$ cat src/rtl/mem1_pkg.sv
// Shared definitions for the MEM1 pipeline stage: memop codes, FSM states,
// write-back select constants and small memop decode helpers.
package mem1_pkg;

    localparam int unsigned XLEN   = 32;
    localparam int unsigned BE_W   = 4;
    localparam int unsigned OP_W   = 4;
    localparam int unsigned RD_W   = 5;
    localparam int unsigned RFWT_W = 2;

    localparam logic [OP_W-1:0] MEMOP_NONE = 4'd0;
    localparam logic [OP_W-1:0] MEMOP_LB   = 4'd1;
    localparam logic [OP_W-1:0] MEMOP_LH   = 4'd2;
    localparam logic [OP_W-1:0] MEMOP_LW   = 4'd3;
    localparam logic [OP_W-1:0] MEMOP_LBU  = 4'd4;
    localparam logic [OP_W-1:0] MEMOP_LHU  = 4'd5;
    localparam logic [OP_W-1:0] MEMOP_SB   = 4'd6;
    localparam logic [OP_W-1:0] MEMOP_SH   = 4'd7;
    localparam logic [OP_W-1:0] MEMOP_SW   = 4'd8;

    localparam logic [RFWT_W-1:0] RFWT_ALU  = 2'd0;
    localparam logic [RFWT_W-1:0] RFWT_PC   = 2'd1;
    localparam logic [RFWT_W-1:0] RFWT_MEM  = 2'd2;
    localparam logic [RFWT_W-1:0] RFWT_ZERO = 2'd3;

    typedef enum logic [1:0] {
        ST_IDLE = 2'd0,
        ST_REQ  = 2'd1,
        ST_WAIT = 2'd2
    } state_e;

    // Codes 9-15 decode as neither load nor store, i.e. NONE.
    function automatic logic memop_is_load(input logic [OP_W-1:0] op);
        logic r;
        r = (op == MEMOP_LB) || (op == MEMOP_LH) || (op == MEMOP_LW) ||
            (op == MEMOP_LBU) || (op == MEMOP_LHU);
        return r;
    endfunction

    function automatic logic memop_is_store(input logic [OP_W-1:0] op);
        logic r;
        r = (op == MEMOP_SB) || (op == MEMOP_SH) || (op == MEMOP_SW);
        return r;
    endfunction

    function automatic logic memop_aligned(input logic [OP_W-1:0] op, input logic [1:0] a);
        logic r;
        r = 1'b1;
        if ((op == MEMOP_LH) || (op == MEMOP_LHU) || (op == MEMOP_SH)) begin
            r = ~a[0];
        end else if ((op == MEMOP_LW) || (op == MEMOP_SW)) begin
            r = (a == 2'b00);
        end
        return r;
    endfunction

endpackage

$ cat src/rtl/mem1_ldext_t.sv
// Load data extraction: picks the byte/halfword lane from a bus word and
// sign- or zero-extends it according to the load type.
module mem1_ldext_t
    import mem1_pkg::*;
(
    input  logic [XLEN-1:0] rdata,
    input  logic [1:0]      addr,
    input  logic [OP_W-1:0] memop,
    output logic [XLEN-1:0] data
);

    logic [7:0]  w_byte;
    logic [15:0] w_half;

    always_comb begin
        w_byte = rdata[7:0];
        case (addr)
            2'd0:    w_byte = rdata[7:0];
            2'd1:    w_byte = rdata[15:8];
            2'd2:    w_byte = rdata[23:16];
            default: w_byte = rdata[31:24];
        endcase
        w_half = addr[1] ? rdata[31:16] : rdata[15:0];

        data = rdata;
        case (memop)
            MEMOP_LB:  data = {{24{w_byte[7]}}, w_byte};
            MEMOP_LBU: data = {24'd0, w_byte};
            MEMOP_LH:  data = {{16{w_half[15]}}, w_half};
            MEMOP_LHU: data = {16'd0, w_half};
            default:   data = rdata;
        endcase
    end

endmodule

$ cat src/rtl/mem1_stage_t.sv
// MEM1 pipeline stage: issues data-bus requests for loads/stores, stalls EX
// until the access completes, and registers the results towards WB1.
module mem1_stage_t
    import mem1_pkg::*;
#(
    parameter bit MISALIGN_DROP = 1'b1
) (
    input  logic              CLK,
    input  logic              RST,
    input  logic              ex_valid,
    input  logic [XLEN-1:0]   ex_alu,
    input  logic [XLEN-1:0]   ex_pc,
    input  logic [XLEN-1:0]   ex_stdat,
    input  logic [RD_W-1:0]   ex_rd,
    input  logic [RFWT_W-1:0] ex_rfwt_sel,
    input  logic              ex_wten,
    input  logic [OP_W-1:0]   ex_memop,
    output logic              dm_req,
    output logic              dm_we,
    output logic [XLEN-1:0]   dm_addr,
    output logic [XLEN-1:0]   dm_wdata,
    output logic [BE_W-1:0]   dm_be,
    input  logic              dm_gnt,
    input  logic              dm_rvalid,
    input  logic [XLEN-1:0]   dm_rdata,
    output logic              mem_stall,
    output logic              wb1_valid,
    output logic              wb1_wten,
    output logic [XLEN-1:0]   wb1_alu,
    output logic [XLEN-1:0]   wb1_memdat,
    output logic [XLEN-1:0]   wb1_pc,
    output logic [RD_W-1:0]   wb1_rd,
    output logic [RFWT_W-1:0] wb1_rfwt_sel,
    output logic              mem_misalign
);

    state_e r_state;
    state_e w_state_nxt;

    logic              w_is_load;
    logic              w_is_store;
    logic              w_is_mem;
    logic              w_drop;
    logic              w_access;
    logic              w_complete;
    logic              w_complete_drop;
    logic [BE_W-1:0]   w_be;
    logic [XLEN-1:0]   w_wdata;
    logic [XLEN-1:0]   w_addr;
    logic [XLEN-1:0]   w_ldata;
    logic [XLEN-1:0]   w_memdat;

    logic              r_we;
    logic [XLEN-1:0]   r_addr;
    logic [XLEN-1:0]   r_wdata;
    logic [BE_W-1:0]   r_be;
    logic [OP_W-1:0]   r_memop;
    logic [1:0]        r_lane;

    // Decode of the instruction presented by EX.
    always_comb begin
        w_is_load  = memop_is_load(ex_memop);
        w_is_store = memop_is_store(ex_memop);
        w_is_mem   = w_is_load | w_is_store;
        w_drop     = w_is_mem & ~memop_aligned(ex_memop, ex_alu[1:0]) & MISALIGN_DROP;
        w_access   = ex_valid & w_is_mem & ~w_drop;
        w_addr     = {ex_alu[31:2], 2'b00};

        w_be    = 4'hF;
        w_wdata = ex_stdat;
        case (ex_memop)
            MEMOP_SB: begin
                w_be    = 4'b0001 << ex_alu[1:0];
                w_wdata = {4{ex_stdat[7:0]}};
            end
            MEMOP_SH: begin
                w_be    = ex_alu[1] ? 4'b1100 : 4'b0011;
                w_wdata = {2{ex_stdat[15:0]}};
            end
            default: begin
                w_be    = 4'hF;
                w_wdata = ex_stdat;
            end
        endcase
    end

    // Lane/type are taken from the latched request so WAIT never depends on EX.
    mem1_ldext_t u_ldext (
        .rdata (dm_rdata),
        .addr  (r_lane),
        .memop (r_memop),
        .data  (w_ldata)
    );

    always_ff @(posedge CLK) begin
        if (RST) begin
            r_state <= ST_IDLE;
        end else begin
            r_state <= w_state_nxt;
        end
    end

    // Next state, bus outputs, completion and stall.
    always_comb begin
        w_state_nxt     = r_state;
        dm_req          = 1'b0;
        dm_we           = r_we;
        dm_addr         = r_addr;
        dm_wdata        = r_wdata;
        dm_be           = r_be;
        w_complete      = 1'b0;
        w_complete_drop = 1'b0;
        w_memdat        = '0;

        case (r_state)
            ST_IDLE: begin
                dm_we    = w_is_store;
                dm_addr  = w_addr;
                dm_wdata = w_wdata;
                dm_be    = w_be;
                if (w_access) begin
                    dm_req = 1'b1;
                    if (!dm_gnt) begin
                        w_state_nxt = ST_REQ;
                    end else if (w_is_store) begin
                        w_complete = 1'b1;
                    end else begin
                        w_state_nxt = ST_WAIT;
                    end
                end else if (ex_valid) begin
                    w_complete      = 1'b1;
                    w_complete_drop = w_drop;
                end
            end
            ST_REQ: begin
                dm_req = 1'b1;
                if (dm_gnt) begin
                    if (r_we) begin
                        w_complete  = 1'b1;
                        w_state_nxt = ST_IDLE;
                    end else begin
                        w_state_nxt = ST_WAIT;
                    end
                end
            end
            ST_WAIT: begin
                if (dm_rvalid) begin
                    w_complete  = 1'b1;
                    w_memdat    = w_ldata;
                    w_state_nxt = ST_IDLE;
                end
            end
            default: begin
                w_state_nxt = ST_IDLE;
            end
        endcase

        mem_stall = ((r_state != ST_IDLE) | (ex_valid & w_is_mem)) & ~w_complete;

        if (RST) begin
            dm_req = 1'b0;
        end
    end

    // Request latch: refreshed every IDLE cycle, frozen while REQ/WAIT run.
    always_ff @(posedge CLK) begin
        if (RST) begin
            r_we    <= 1'b0;
            r_addr  <= '0;
            r_wdata <= '0;
            r_be    <= '0;
            r_memop <= MEMOP_NONE;
            r_lane  <= 2'd0;
        end else if (r_state == ST_IDLE) begin
            r_we    <= w_is_store;
            r_addr  <= w_addr;
            r_wdata <= w_wdata;
            r_be    <= w_be;
            r_memop <= ex_memop;
            r_lane  <= ex_alu[1:0];
        end
    end

    // WB1 registers: full load on completion, bubble otherwise.
    always_ff @(posedge CLK) begin
        if (RST) begin
            wb1_valid    <= 1'b0;
            wb1_wten     <= 1'b0;
            wb1_alu      <= '0;
            wb1_memdat   <= '0;
            wb1_pc       <= '0;
            wb1_rd       <= '0;
            wb1_rfwt_sel <= '0;
            mem_misalign <= 1'b0;
        end else if (w_complete) begin
            wb1_valid    <= 1'b1;
            wb1_wten     <= ex_wten & ~w_complete_drop;
            wb1_alu      <= ex_alu;
            wb1_memdat   <= w_memdat;
            wb1_pc       <= ex_pc;
            wb1_rd       <= ex_rd;
            wb1_rfwt_sel <= ex_rfwt_sel;
            mem_misalign <= w_complete_drop;
        end else begin
            wb1_valid    <= 1'b0;
            wb1_wten     <= 1'b0;
            mem_misalign <= 1'b0;
        end
    end

endmodule

$ cat config.mk
export PLATFORM = sky130hd
export DESIGN_NAME = mem1_stage_t
export DESIGN_NICKNAME = d
export VERILOG_FILES = /design/src/rtl/mem1_pkg.sv /design/src/rtl/mem1_ldext_t.sv /design/src/rtl/mem1_stage_t.sv
export SDC_FILE = /design/constraint.sdc
export NUM_CORES = 1
export LEC_CHECK = 0
export ABC_CLOCK_PERIOD_IN_PS = 3020
export CAP_MARGIN = 40
export CORE_MARGIN = 2
export CORE_UTILIZATION = 44
export DETAILED_ROUTE_END_ITERATION = 7
export HOLD_SLACK_MARGIN = 0.12
export PLACE_DENSITY = 0.81
export SLEW_MARGIN = 5
export SYNTH_ARGS = -nofsm -noshare
export SYNTH_HDL_FRONTEND = slang
export SYNTH_SLANG_ARGS = --single-unit
$ cat constraint.sdc
create_clock -name CLK -period 3.02 [get_ports CLK]
set_input_delay 0.604 -clock CLK [delete_from_list [all_inputs] [get_ports CLK]]
set_output_delay 0.604 -clock CLK [all_outputs]
set_load 0.05 [all_outputs]
==> impl_metrics.csv <==
group,metric,value,unit
outcome,status,"complete, no violations",
worst_setup_path,critPathKind,"primary input to primary output",
detailed_routing,drt_wl_total,25900,um
die,design.portCount,322,
detailed_routing,drt-initial-drc-count,574,
worst_setup_path,slowest_stage,"dlygate4sd2_1",
detailed_routing,first_pass_iters,7,
synth,synth_largest_area_cell,"dfxtp_1",
cells_and_area,drive_gt1_share,12.0,%
synth,synth_ff_type,"dfxtp_1",
sta,slew_viol_final,0,
global_routing,gr-usage-all-layers,26.5,%
synth,yosysMostFrequentCell,"nand2_1",
global_routing,grt_pass1_wl,41500,um
sta,worst_pin_slew,676,ps
sta,clock.fmax,341,MHz
die,die_h,139,um
die,start_util,44.7,%
global_routing,grt_overflow,0,
global_routing,antenna_found_initial,1,
hold_path,hold_depth,2,
synth,synth_edf_count,0,
sta,rsz0062_at_grt,"false",
power,powerDensity,569,nW/um^2
worst_setup_path,critPathTopFamily,"compound AO/OA/AOI/OAI gates",
placed_design,routabilityCongestion,0.897,
worst_setup_path,cp_data_arrival_time,2330,ps
cells_and_area,nets,1420,
power,peakVddDrop,0.494,mV
worst_setup_path,worstRegToRegCells,6,
global_routing,grt_max_degree,87,
cts,ctsHoldBuffers,0,
worst_setup_path,cpPeakStageDelay,350,ps
synth,yosys-top-cells-area,"dfxtp_1 46%, nand2_1 15%, mux2i_1 12%, a21oi_1 4.0%, o2bb2ai_1 3.5%",
global_routing,grt_pass1_vias,7937,
hold_path,min_to,"wb1_pc[29]$_SDFFE_PP0P_",
cts,postCtsSetupBuffers,0,
synth,synth_cell_types,51,
synth,synth_top_area_share,45.6,%
worst_setup_path,crit_path_end_kind,"primary output",
cts,cts.clk_slew.worst_paths,80,ps
detailed_routing,wl_per_cell,17.1,um
detailed_routing,viasPerCell,5.29,
worst_setup_path,reg2reg_from,"r_lane[0]$_SDFFE_PP0P_",
worst_setup_path,required,2420,ps
sta,post-route-min-period,2930,ps
die,fp.dieW,139,um
cts,h-tree-depth,4,
cts,clock_sinks,183,
sta,fin_skew,15.7,ps
placed_design,port_buffers,321,
power,p_leak,5.38,nW
synth,yosys_warnings,0,
worst_setup_path,crit_buf_inv,2,
sta,hold_violations,0,
worst_setup_path,crit_chain,"dlygate4sd2_1 > o31ai_4 > nand3_2 > nor4b_4 > o21a_4 > a21boi_2 > buf_12",
synth,avgSynthCellArea,8.22,um^2
synth,yosysSeqAreaShare,45.6,%
synth,synth_seq_cells,183,
cells_and_area,fill_cells,1361,
detailed_routing,num_vias,8028,
worst_setup_path,rrSetupSlack,820,ps
cts,clock_latency,430,ps
hold_path,hold_path_class,"flip-flop to flip-flop",
placed_design,post-place-ws,-166,ps
sta,period_share,97.1,%
worst_setup_path,r2r-end,"wb1_memdat[30]$_SDFFE_PP0P_",
cells_and_area,fin_area,12800,um^2
synth,syn-instance-count,977,
cts,numCtsBuffers,17,
synth,synthArstFlopShare,0,%
detailed_routing,drc_errors,0,
cells_and_area,area_delta_synth_final,59.1,%
synth,synth_nets,1122,
hold_path,min_from,"wb1_pc[29]$_SDFFE_PP0P_",
worst_setup_path,crit_path_max_fanout,8,
sta,finalWorstSetupSlack,86.4,ps
placed_design,dp_hpwl,18400,um
synth,synthTopCellsByCount,"313 x nand2_1, 183 x dfxtp_1, 94 x mux2i_1",
worst_setup_path,start_kind,"primary input",
run,drv_cap,0,
sta,slew_headroom,54.7,%
synth,synth.cell_area,8030,um^2
die,die_area,19300,um^2
cts,clock_path_buffers,2,
die,coreArea,18000,um^2
placed_design,place_area,12100,um^2
cts,cts_tree,"built",
cts,root_buffer,"clkbuf_16",
die,rows,49,
sta,setup_violations,0,
detailed_routing,final_antenna_net_count,0,
-- what timing repair did --
| action | 4_1_cts | 5_1_grt |
|---|---|---|
| setup endpoints to repair | 11 | 2 |
| pin swaps | 3 | 0 |
| gates cloned | 0 | 0 |
| resized for setup | 9 | 3 |
-- metal layers --
layer  global-route usage (%)  routed length (um)  vias to the layer above
met5                        0                   0                        -
met4                     9.62                 808                        0
met3                     9.29                2320                       50
met2                     44.5               12600                      325
met1                     31.4               10200                     3761
li1                         -                   -                     3892
-- cell type report --
| class | count | area [um^2] | area share, % |
|---|---|---|---|
| diodes | 1 | 2.50 | 0.0196 |
| clock buffers | 18 | 439 | 3.44 |
| clock inverters | 14 | 163 | 1.27 |
| inverters | 4 | 17.5 | 0.137 |
| multi-input cells | 716 | 4040 | 31.6 |
| flip-flops and latches | 183 | 3660 | 28.7 |
| well taps | 229 | 287 | 2.24 |
| repair buffers | 353 | 4160 | 32.6 |
-- cells in the final DEF (no fill, tap or decap), drive strengths merged, types with 8 or more instances in the layout --
cell type      synthesis  layout
dfxtp                183     183
clkbuf                51      19
nor2                  70      70
inv                    4      10
a31oi                 12      12
nand2                313     313
mux2i                 94      94
o21ai                 27      27
and2                  31      31
o21a                   9       9
o2bb2ai               32      32
o31ai                 11      11
nor3                   8       8
buf                   23     104
clkdlybuf4s50          0     245
a21oi                 64      64
-- logic make-up after synthesis --
group,count (synthesis),synth area share [%]
buf+inv,78,4.75
mux,95,12.0
xor+xnor,1,0.109
compound gates,175,14.4
simple gates,445,23.2
flops,183,45.6
-- registers in the layout (all words and copies together) (netlist names), 2 cells and up --
register and flops:
r_lane 2, wb1_rd 5, wb1_memdat 32, wb1_rfwt_sel 2
r_memop 4, r_be 4, wb1_alu 32, r_addr 32
r_wdata 32, r_state 2, wb1_pc 32
-- metrics by stage --
stage | hold WS [ps] | std cells | TNS [ps] | utilization, % | power, mW
detailed placement | 449 | 1485 | -882 | 67.6 | 5.08
global placement | 443 | 1484 | -261 | 67.6 | 5.05
finish | 459 | 1518 | 0 | 71.1 | 7.27
floorplan | 444 | 977 | -189 | - | 4.05
global route | 476 | 1518 | 0 | 71.1 | 7.55
CTS | 466 | 1517 | 0 | 71.1 | 7.32
-- tightest hold or removal path, stage by stage (launching register included) --
cell	delay [ps]
dfxtp_1	310
nand2_1	50
mux2i_1	50
-- how the worst max path moves through the flow --
stage                start            to  depth (start not counted)
2_1_floorplan  ex_memop[0]  dm_wdata[15]                          4
3_3_place_gp   ex_memop[1]     mem_stall                          7
3_5_place_dp   ex_memop[1]     mem_stall                          7
4_1_cts        ex_memop[2]        dm_req                          8
5_1_grt        ex_memop[1]     mem_stall                          7
6_report       ex_memop[1]     mem_stall                          7
-- report_power, final --
group,internal [mW],switching (mW)
clock network,1.14,1.10
registers,2.59,0.0854
logic,0.976,1.39
Power figures use the tool's default switching activity.
